===== config.mk =====
export PLATFORM = sky130hd
export DESIGN_NAME = port_tx_arbiter
export DESIGN_NICKNAME = d
export VERILOG_FILES = /design/src/rtl/port_tx_arbiter.sv
export SDC_FILE = /design/constraint.sdc
export NUM_CORES = 1
export LEC_CHECK = 0
export CAP_MARGIN = 15
export CORE_MARGIN = 10
export CORE_UTILIZATION = 45
export CTS_BUF_LIST = sky130_fd_sc_hd__clkbuf_4 sky130_fd_sc_hd__clkbuf_8
export DETAILED_ROUTE_END_ITERATION = 10
export PLACE_DENSITY = 0.84
export SYNTH_ARGS = -nofsm -noshare
export SYNTH_HDL_FRONTEND = slang
export SYNTH_SLANG_ARGS = --single-unit

===== constraint.sdc =====
create_clock -name clk -period 4.4 [get_ports clk]
set_input_delay 0.88 -clock clk [delete_from_list [all_inputs] [get_ports clk]]
set_output_delay 0.88 -clock clk [all_outputs]
set_load 0.05 [all_outputs]

===== src/rtl/port_tx_arbiter.sv =====
// port_tx_arbiter
// ---------------
// Output-port arbiter for a 4-input switch. Each input FIFO presents its head
// packet (src_valid/src_data). When the single-entry output register is free,
// or is being drained this cycle, one source is chosen round-robin, popped via
// a combinational src_ready strobe and captured into the output register.
// Sustains one packet per cycle when the sink is always ready.
//
// Parameters:
//   DATA_W   payload width per packet
//   PORT_ID  index (0..3) of the output port this instance drives
//
// Ports:
//   clk         rising-edge clock
//   rst_n       synchronous active-low reset
//   src_valid   [3:0]  head packet of input FIFO i targets this port
//   src_data    [4*DATA_W-1:0] head payloads, slice i = [i*DATA_W +: DATA_W]
//   src_ready   [3:0]  one-hot pop strobe to the granted input FIFO (comb.)
//   valid_out          output packet valid
//   source_out  [3:0]  one-hot source of the current output packet
//   data_out    [DATA_W-1:0] current output payload
//   ready_out          sink accepts the packet when high with valid_out
//   tx_count    [15:0] packets accepted by the sink, saturating

module port_tx_arbiter #(
  parameter int DATA_W  = 8,
  parameter int PORT_ID = 0
) (
  input  logic                clk,
  input  logic                rst_n,
  input  logic [3:0]          src_valid,
  input  logic [4*DATA_W-1:0] src_data,
  output logic [3:0]          src_ready,
  output logic                valid_out,
  output logic [3:0]          source_out,
  output logic [DATA_W-1:0]   data_out,
  input  logic                ready_out,
  output logic [15:0]         tx_count
);

  typedef enum logic {
    IDLE = 1'b0,
    SEND = 1'b1
  } state_t;

  state_t      state;
  logic [1:0]  rr_ptr;
  logic [1:0]  grant_idx;
  logic [1:0]  cand;
  logic        found;
  logic        slot_open;
  logic        grant_any;

  // Catch an out-of-range port index at elaboration time.
  if (PORT_ID < 0 || PORT_ID > 3) begin : g_bad_port_id
    $error("port_tx_arbiter: PORT_ID must be in 0..3");
  end

  // The output register can take a new packet when it is empty or when its
  // current packet leaves this cycle.
  assign slot_open = (state == IDLE) || ready_out;

  // Round-robin search starting at rr_ptr. Scanning offsets from high to low
  // lets the closest requester (smallest offset) overwrite the others.
  always_comb begin
    grant_idx = 2'd0;
    cand      = 2'd0;
    found     = 1'b0;
    for (int k = 3; k >= 0; k--) begin
      cand = rr_ptr + 2'(k);
      if (src_valid[cand]) begin
        grant_idx = cand;
        found     = 1'b1;
      end
    end
  end

  // rst_n gates the strobe so no FIFO is popped while the block is in reset.
  assign grant_any = rst_n && slot_open && found;
  assign src_ready = grant_any ? (4'b0001 << grant_idx) : 4'b0000;
  assign valid_out = (state == SEND);

  always_ff @(posedge clk) begin
    if (!rst_n) begin
      state      <= IDLE;
      rr_ptr     <= 2'd0;
      source_out <= 4'b0000;
      data_out   <= '0;
      tx_count   <= 16'd0;
    end else begin
      if (valid_out && ready_out && tx_count != 16'hFFFF)
        tx_count <= tx_count + 16'd1;

      // A grant refills the register even while the old packet drains, which
      // gives back-to-back transfers; source/data only move on a grant.
      if (grant_any) begin
        state      <= SEND;
        data_out   <= src_data[int'(grant_idx)*DATA_W +: DATA_W];
        source_out <= 4'b0001 << grant_idx;
        rr_ptr     <= grant_idx + 2'd1;
      end else if (state == SEND && ready_out) begin
        state <= IDLE;
      end
    end
  end

endmodule


* Word-level counts from Yosys, hierarchy flattened
Cells that the tools add are included.
W data, S select, Z words.
** Word-level totals
- Bits in registers :: 31
- Input bits :: 39
- Logic and storage cells :: 43
** Operators by class
- $add $sub $neg :: 5
- $lt $le $gt $ge :: 4
- Equal/unequal tests :: 1
- Shift operators :: 2
- Muxes and demuxes :: 19
- Bitwise logic cells :: 1
- Reduce and logical (&&, ||, !) cells :: 6
** Operators by type and width (count)
- $shiftx A32 B6 Y8 :: 1
- $add A16 B1 Y16 const B :: 1
- $ne A16 B16 Y1 const B :: 1
- $lt A2 B3 Y1 const B :: 4
- $mux W1 :: 10
- $bmux W1 S2 :: 4
- $mux W2 :: 4
- $add A2 B1 Y2 const B :: 2
- $add A2 B2 Y2 const B :: 2
- $logic_and A1 B1 Y1 :: 4
- $mux W4 :: 1
- $shl A1 B2 Y4 const A :: 1
- $reduce_bool A2 Y1 :: 1
- $logic_or A1 B1 Y1 :: 1
- $not A1 Y1 :: 1

* Longest topological paths before layout
- Word-level depth :: 9
- Depth in mapped cells :: 7
- Mapped depth without buffers :: 6

* Worst setup path before layout
Ideal clock, no wire load.
- Path type :: input to output
- Start point :: input src_valid[1]
- End point :: output src_ready[2]
- Arrival :: 2417 ps
- Setup slack :: 1103 ps
- Stages on the path :: 5
- Path buffers :: 0
- Cells stage by stage :: and2b_1 a221oi_2 nor2_1 nand3_1 nor2_1
** On the way
- Cells in the longest elaborated chain, start to end :: 8
** Ends and longest elaborated chain
- start, declared :: line 31 : input logic [3:0] src_valid,
- $bmux W1 S2 :: line 71 : if (src_valid[cand]) begin
- $mux W1 (not written as such) :: line 71
- $mux W2 or $mux W1 (tied branches) (4 in a row) :: line 71
- $shl A1 B2 Y4 or $logic_and A1 B1 Y1 (tied branches) :: line 80, 79
- $mux W4 (*) :: line 80 : assign src_ready = grant_any ? (4'b0001 << grant_idx) : 4'b0000;
- end, declared :: line 33 : output logic [3:0] src_ready,
Every way passes the cells marked *; elsewhere a longest branch is shown, timed or not. The select of a mux whose other input is x is not followed.

* Final worst setup path
- Start point :: input src_valid[3]
- End point :: output src_ready[1]
The elaborated chain is that of the path after synthesis.

==> flow_summary.yaml <==
power_and_ir_drop:
  power.density_nw_per_um2: 303.8
  ir_worst_vdd_uv: 192.9
  power_leakage_uw: 0.0009109
timing:
  whs_ns: 0.4507
  fin_crit_sh_pct: 88.96
  clock_skew_ns: 0.006558
  tightestPinTransition_ns: 0.8340
  report.final.hold_viol_count: 0
  timing.slew.headroom_pct: 44.16
  rsz0062_at_grt: "no"
  tns_ns: 0
  worst_slack_ns: 0.4857
  setup_viol: 0
  drv_slew: 0
  fin_crit_ns: 3.914
  fmax_mhz: 255.5
route:
  first_pass_iters: 6
  vias: 1812
  routed_wl_um: 5091
  post_drt_wl_per_cell_um: 15.52
  first_iter_violations: 91
  drc: 0
  ant_nets: 0
  via_per_inst: 5.524
yosys:
  synth_fp_nets: 249
  syn-mean-instance-area_um2: 8.321
  synthAdderAreaFrac_pct: 0.7194
  synthMuxAreaShare_pct: 5.468
  ys_types: 51
  synth_edf_count: 0
  ys.warnings.count: 0
  async_flop_share_pct: 0
  synth_compound_area_share_pct: 22.88
  synth-seq-cells: 31
  synth_area_um2: 1739
  synth_simple_gate_area_share_pct: 26.83
  syn_inst: 209
  synth_seq_area_share_pct: 35.68
  ys.flop_type: "dfxtp_1"
  synth_xor_area_share_pct: 5.036
  synth_top_family_by_area: "simple AND/OR/NAND/NOR gates"
floorplanning:
  start_util_pct: 47.15
  dieWidth_um: 82.17
  rows: 22
  die_y_um: 82.17
  die_area_um2: 6751
  coreArea_um2: 3689
  pin_count: 72
global_routing:
  grt.total_usage_pct: 15.36
  grt_pass1_wl_um: 8204
  grt_pass1_vias: 1725
  grt_overflow: 0
  antenna_found_initial: 0
  grt_util_met3_pct: 8.855
  met2_usage_pct: 25.16
  grt_max_degree: 19
  use_met1_pct: 16.73
  grt.busiest_layer: "met2"
finish:
  multi_input_area_um2: 1060
  final-instance-count-excl-fill: 328
  fillers: 307
  regArea_um2: 620.6
  diodes: 0
  syn2layout_area_growth_pct: 48.63
  fin_nets: 321
  drive_above_1_share_pct: 8.214
clock_tree:
  numCtsBuffers: 5
  clockBufferDepth: 2
  insertion_delay_ns: 0.28
  cts_tree: "yes"
  post_cts_buffers: 0
  h-tree-depth: 2
  hold_buffers: 0
  clock-sinks: 31
  clk_pin_slew_worst_paths_ns: 0.06
  ctsResizeCount: 0
  cts-root-buf: "clkbuf_8"
min_path:
  hold_class: "register to register"
setup_path:
  crit_required_ns: 3.52
  cp_data_arrival_time_ns: 3.03
  critPathLaunchType: "input port"
  cp-end-kind: "output port"
  cp_max_fo: 10
  critical_path_class: "input port to output port"
placement:
  gp_congestion: 0.8636
  dp_slack_ns: 0.5482
  place_hpwl_um: 4075
  place_inst: 322
  port_buffers: 71
run:
  cap_violations: 0
status:
  outcome: "completed"
## worst max-delay path, stage by stage
cell	delay [ns]
clkdlybuf4s50_1	0.58
nor4_2	0.11
nor2b_1	0.49
o211ai_1	0.48
nor2_1	0.32
buf_12	0.17
## cells in the mapped netlist, drive strengths merged (2+ instances only)
cell type  number  area (um^2)
buf             4        25.02
nor2           21        81.33
or3             5        31.28
nor2b           2        12.51
nand3          20        105.1
o211ai          8        60.06
dfxtp          31        620.6
and2            2        12.51
a21oi          11        55.05
o21ai          13        80.08
or4             2        18.77
nor3            5        25.02
mux2i           8        80.08
clkbuf          3        11.26
nand4           2        18.77
a21o            7        52.55
inv             5        18.77
o21a            4        30.03
a211oi          2        15.01
xnor2           9        78.83
o311ai          2        17.52
nand2b          4        25.02
nor4            3        25.02
nand2          19        73.82
## state kept, by name (all words and copies together) (netlist names)
signal and flops:
valid_out 1, source_out 4, tx_count 16, rr_ptr 2, data_out 8
## final timing paths
check | from | slack (ns) | cells after the start | endpoint
worst max register to register | rr_ptr[1] | 2.19 | 5 | data_out[2]
worst max-delay path | src_valid[3] | 0.49 | 6 | src_ready[1]
worst min register to register | source_out[2] | 0.45 | 2 | source_out[2]
worst min-delay path | source_out[2] | 0.45 | 2 | source_out[2]
## through the flow
step	cell area, um^2	power [uW]	util (%)
2_1_floorplan	1739	481.3	-
3_3_place_gp	2509	577.6	68.01
3_5_place_dp	2509	581.1	68.01
4_1_cts	2585	793.2	70.08
5_1_grt	2585	821.0	70.08
6_report	2585	785.3	70.08
## logic make-up after synthesis
family,Yosys count
AO/OA/AOI/OAI,56
adder cells (fa/ha/maj),1
AND/OR/NAND/NOR,89
XOR/XNOR,10
flip-flops,31
buffers and inverters,13
multiplexers,9
## routing by layer
| layer | up-vias | part of all wire, % |
|---|---|---|
| li1 | 903 | - |
| met1 | 831 | 41 |
| met2 | 75 | 45 |
| met3 | 3 | 13 |
| met4 | 0 | 0.67 |
| met5 | - | 0 |
## report_power, final
group	switching [uW]	internal (uW)	leakage, uW
Combinational	152	108	0.000617
Clock	98.4	111	0.0000406
Sequential	14.4	301	0.000253
## layout make-up
cell class                 count  area share (%)
inverter                       6          0.8712
sequential                    31           24.01
multi-input combinational    165           41.00
tap                           48           2.323
timing repair buffer          72           28.85
clock buffer                   6           2.953
## cell usage in the layout (no fill, tap or decap), drive strengths merged, types with 6 or more instances in the layout
cell type,instances
xnor2,9
nand2,19
o21ai,13
nand3,20
dfxtp,31
o211ai,8
clkdlybuf4s50,67
clkbuf,6
nor2,21
a21oi,11
mux2i,8
a21o,7
Power figures use the tool's default switching activity.
